### src/rtl/ro_trng_core.sv
// Ring-oscillator TRNG core: Johnson-ring channels XOR-combined, prescaled sampling,
// optional von Neumann debiasing, word packing with valid/ready output and a repetition health test.
module ro_trng_core #(
    parameter int N_RO      = 10,
    parameter int STAGES    = 9,
    parameter int WORD_W    = 8,
    parameter int DIV_W     = 8,
    parameter int REP_LIMIT = 32
) (
    input  logic              CLK,
    input  logic              RST,
    input  logic              EN,
    input  logic [DIV_W-1:0]  SAMPLE_DIV,
    input  logic              DEBIAS_EN,
    input  logic              RND_READY,
    output logic [WORD_W-1:0] RND_DATA,
    output logic              RND_VALID,
    output logic              RAW_BIT,
    output logic              HEALTH_FAIL,
    output logic              OVERRUN
);

    localparam int RUN_W = $clog2(REP_LIMIT + 1);
    localparam int CNT_W = $clog2(WORD_W + 1);

    localparam logic [DIV_W-1:0] DIV_ONE  = 1;
    localparam logic [RUN_W-1:0] RUN_ONE  = 1;
    localparam logic [RUN_W-1:0] RUN_MAX  = RUN_W'(REP_LIMIT);
    localparam logic [CNT_W-1:0] CNT_ONE  = 1;
    localparam logic [CNT_W-1:0] LAST_BIT = CNT_W'(WORD_W - 1);

    logic [N_RO-1:0] ro_out;
    logic            raw;

    for (genvar gi = 0; gi < N_RO; gi++) begin : g_ro
        localparam int L = STAGES + 2 * gi;
        logic [L-1:0] ring;

        always_ff @(posedge CLK) begin
            if (RST)
                ring <= '0;
            else if (EN)
                ring <= {ring[L-2:0], ~ring[L-1]};
        end

        assign ro_out[gi] = ring[L-1];
    end

    assign raw = ^ro_out;

    // Down-counting prescaler; SAMPLE_DIV is only reloaded at terminal count.
    logic [DIV_W-1:0] div_cnt;
    logic             samp;

    assign samp = EN && (div_cnt == '0);

    always_ff @(posedge CLK) begin
        if (RST)
            div_cnt <= '0;
        else if (EN)
            div_cnt <= (div_cnt == '0) ? SAMPLE_DIV : div_cnt - DIV_ONE;
    end

    logic [RUN_W-1:0] run_cnt;
    logic [RUN_W-1:0] run_nxt;

    always_comb begin
        run_nxt = run_cnt;
        if (samp) begin
            if (run_cnt != '0 && raw == RAW_BIT)
                run_nxt = (run_cnt == RUN_MAX) ? run_cnt : run_cnt + RUN_ONE;
            else
                run_nxt = RUN_ONE;
        end
    end

    // A change of DEBIAS_EN since last cycle invalidates any half-collected pair.
    logic deb_q;
    logic slot_full;
    logic slot_bit;
    logic slot_live;
    logic emit;
    logic emit_bit;

    assign slot_live = slot_full && (deb_q == DEBIAS_EN);

    always_comb begin
        emit     = 1'b0;
        emit_bit = raw;
        if (samp) begin
            if (!DEBIAS_EN) begin
                emit = 1'b1;
            end else if (slot_live && slot_bit != raw) begin
                emit     = 1'b1;
                emit_bit = slot_bit;
            end
        end
    end

    logic [WORD_W-1:0] sh;
    logic [CNT_W-1:0]  bit_cnt;
    logic [WORD_W-1:0] word_nxt;
    logic              word_done;
    logic              out_free;
    logic              load;

    assign word_nxt  = {sh[WORD_W-2:0], emit_bit};
    assign word_done = emit && (bit_cnt == LAST_BIT);
    assign out_free  = !RND_VALID || RND_READY;
    assign load      = word_done && !HEALTH_FAIL && out_free;

    always_ff @(posedge CLK) begin
        if (RST) begin
            RAW_BIT     <= 1'b0;
            run_cnt     <= '0;
            HEALTH_FAIL <= 1'b0;
            deb_q       <= 1'b0;
            slot_full   <= 1'b0;
            slot_bit    <= 1'b0;
            sh          <= '0;
            bit_cnt     <= '0;
            RND_DATA    <= '0;
            RND_VALID   <= 1'b0;
            OVERRUN     <= 1'b0;
        end else begin
            deb_q   <= DEBIAS_EN;
            run_cnt <= run_nxt;
            if (samp)
                RAW_BIT <= raw;
            if (run_nxt == RUN_MAX)
                HEALTH_FAIL <= 1'b1;

            if (samp && DEBIAS_EN) begin
                if (slot_live) begin
                    slot_full <= 1'b0;
                end else begin
                    slot_full <= 1'b1;
                    slot_bit  <= raw;
                end
            end else if (deb_q != DEBIAS_EN) begin
                slot_full <= 1'b0;
            end

            if (emit) begin
                sh      <= word_nxt;
                bit_cnt <= word_done ? '0 : bit_cnt + CNT_ONE;
            end

            if (word_done && !HEALTH_FAIL && !out_free)
                OVERRUN <= 1'b1;

            if (HEALTH_FAIL) begin
                RND_VALID <= 1'b0;
            end else if (load) begin
                RND_DATA  <= word_nxt;
                RND_VALID <= 1'b1;
            end else if (RND_VALID && RND_READY) begin
                RND_VALID <= 1'b0;
            end
        end
    end

endmodule

### config.mk
export PLATFORM = sky130hd
export DESIGN_NAME = ro_trng_core
export DESIGN_NICKNAME = d
export VERILOG_FILES = /design/src/rtl/ro_trng_core.sv
export SDC_FILE = /design/constraint.sdc
export NUM_CORES = 1
export LEC_CHECK = 0
export CORE_MARGIN = 8
export CORE_UTILIZATION = 55
export CTS_CLUSTER_SIZE = 12
export DETAILED_ROUTE_END_ITERATION = 10
export HOLD_SLACK_MARGIN = 0.1
export PLACE_DENSITY = 0.72
export SLEW_MARGIN = 20
export SYNTH_ARGS = -nofsm -noshare
export SYNTH_HDL_FRONTEND = slang
export SYNTH_SLANG_ARGS = --single-unit
### constraint.sdc
create_clock -name CLK -period 2.8 [get_ports CLK]
set_input_delay 0.56 -clock CLK [delete_from_list [all_inputs] [get_ports CLK]]
set_output_delay 0.56 -clock CLK [all_outputs]
set_load 0.005 [all_outputs]
==> results by group <==
Run status
  – Status: finished clean

Power and ir drop
  – Peak supply drop: 0.493 mV
  – Power per Cell Area: 715 nW/um^2
  – Leak: 3.96 nW

Worst setup path
  – Worst Setup End Kind: register
  – Crit Path Max Fanout: 19
  – Crit path cell chain: xor2_1 > xnor3_2 > xnor3_1 > o22a_4 > or4_1 > a21oi_1
  – Critical Path Start Type: register
  – CP max stage cell: xnor3_2
  – Req. time, crit path: 3230 ps
  – Arr. time, crit path: 2860 ps
  – Worst Reg-to-Reg Cells: 6
  – CP peak stage delay: 500 ps
  – Crit Path Category: register to register

Global route
  – Largest net degree at the start of global routing: 146
  – Met1 Resource Use GR: 15.5%
  – M3 GR Usage: 2.84%
  – Gr busiest metal: met2
  – First-pass GRT wire length: 23.4 mm
  – Vias in the first global route: 5,398
  – Initial antenna violation count: 0
  – Total GRT Usage: 13.6%
  – M2 GR Usage: 24.3%
  – GRT overflow: 0

Timing
  – RSZ-0062 raised after global routing: false
  – Fin crit share: 86.7%
  – Rel. slew slack: 33.1%
  – Final hold slack: 457 ps
  – Final setup viols: 0
  – Clock skew: 9.51 ps
  – Fmax: 412 MHz
  – Tightest Pin Transition: 1000 ps
  – Total Negative Setup Slacks: 0 ps
  – Fin. max-slew vios: 0
  – Fin crit period: 2430 ps
  – Fin. Hold Viols: 0

Cells and area
  – Antenna Cells: 0
  – Commonest cells after routing, fill and taps aside: dfxtp_1 (220), nor2_1 (213), mux2i_1 (175), a21oi_1 (37), nand2_1 (28)
  – Nets: 861
  – Share of layout cells above drive strength 1: 5.63%
  – Area grow syn2layout: 13.3%
  – Most common cell after layout, fill and taps aside: dfxtp_1

Clocking
  – Clock slew at reported path FFs: 60 ps
  – Post_cts resized: 0
  – Number of clock sinks: 220
  – Setup bufs post-CTS: 0
  – Post-CTS Hold Buffers: 0
  – Clock Path Buffers: 3
  – CTS tree: done
  – CTS root buffer: clkbuf_16
  – H-tree depth: 1
  – TritonCTS Buffers: 23
  – Latest clock arrival within the worst-skew pair: 500 ps

Route
  – Wire per inst: 13.0 um
  – Post-Route WL: 13.5 mm
  – Routed vias/inst: 5.33
  – ANT nets after route: 0
  – Initial DRC count: 244
  – Via count: 5,530
  – DRC Markers: 0
  – First-pass detailed-route iteration total: 4

Placement
  – Port Buffers: 24
  – Post-DP HPWL: 8.16 mm
  – GP Congestion: 0.779

Die
  – Die X: 138 um
  – Initial Util: 56.4%
  – Die ar.: 19,100 um^2
  – Die Height: 138 um
  – Site Rows: 44
  – Core area: 14,600 um^2
  – I/O Pins: 25

Synthesis
  – Syn Inst Count: 835
  – Yosys cell types: 42
  – Predominant post-synthesis flop cell: dfxtp_1
  – Post-synth EDFFs: 0
  – Synth Register Bits: 220
  – Post-Syn Area: 8230 um^2
  – Syn Nets: 853
  – Synth warn: 0
  – Ys async rst share: 0%
  – Synth Area per Inst: 9.86 um^2
  – Register area share after synthesis: 53.5%

Hold path
  – Hold Path Class: register to register
  – Worst Hold Depth: 2

Flow run
  – Maxcap violations: 0
## metal layers
metal | wire, um | up-vias
met2 | 6490 | 95
li1 | - | 2832
met4 | 366 | 0
met1 | 6090 | 2576
met5 | 0 | -
met3 | 572 | 27
## cell families after synthesis
| group | after synthesis | share of synthesized area (%) |
|---|---|---|
| buffers and inverters | 60 | 2.78 |
| and+or+nand+nor | 288 | 14.4 |
| AOI/OAI and AO/OA | 73 | 5.24 |
| adders and majority gates | 5 | 0.760 |
| xor gates and xnor gates | 13 | 1.90 |
| DFF | 220 | 53.5 |
| muxes | 176 | 21.4 |
## path summary, 6_finish.rpt
check                                      start    endpoint  slack [ps]
worst max-delay path            g_ro[5].ring[18]  bit_cnt[3]         370
worst min register to register             sh[6]       sh[6]         460
worst min-delay path                       sh[6]       sh[6]         460
worst max register to register  g_ro[5].ring[18]  bit_cnt[3]         370
## cells in the mapped netlist, types with 4 or more instances
master    number  area share (%)
clkbuf_1      32             1.5
ha_1           5            0.76
xnor2_1        7            0.74
mux2i_1      175              21
buf_1         17            0.78
nor2_1       213             9.7
or3_1          4            0.30
nor3_1         7            0.43
nand3_1       13            0.79
inv_1          8            0.36
a211oi_1       6            0.55
a21oi_1       37             2.2
dfxtp_1      220              54
nand2_1       28             1.3
o21ai_0       16            0.97
## flip-flops by register name, summed over array words and instances, names as in the netlist, 4 cells and up
register / count
RND_DATA: 8
bit_cnt: 4
div_cnt: 8
g_ro.ring: 180
run_cnt: 6
sh: 7
## area by class of cell
type                            instances  area (um^2)
Fill cell                            1138         5270
Sequential cell                       220         4400
Multi-Input combinational cell        555         3600
Clock buffer                           32          649
Timing Repair Buffer                   35          367
Tap cell                              184          230
Clock inverter                          3         43.8
Inverter                                8         30.0
## stage by stage
step                      worst slack (ps)  total power, mW  utilization, %  instance area (um^2)  std cells
after floorplan                        549             3.77               -                  8230        835
after global placement                 393             3.88            59.1                  8630       1002
after detailed placement               371             3.91            59.1                  8630       1002
after CTS                              351             6.74            63.9                  9320       1037
after global routing                   259             6.93            63.9                  9320       1037
final                                  373             6.66            63.9                  9320       1037
## power breakdown
part | total (mW) | internal (mW) | leakage, nW | switching [mW]
Sequential | 3.26 | 3.20 | 1.78 | 0.0582
Combinational | 0.598 | 0.258 | 1.85 | 0.340
Clock | 2.81 | 1.69 | 0.341 | 1.12
Total | 6.66 | 5.14 | 3.96 | 1.52
## worst max-delay path, delay by kind of cell, from the launching register on
family / cells / cell delay, ps
xor gates and xnor gates: 3 / 1070
and+or+nand+nor: 1 / 480
AOI/OAI and AO/OA: 2 / 430
DFF: 1 / 380
(Power assumes the default switching activity.)
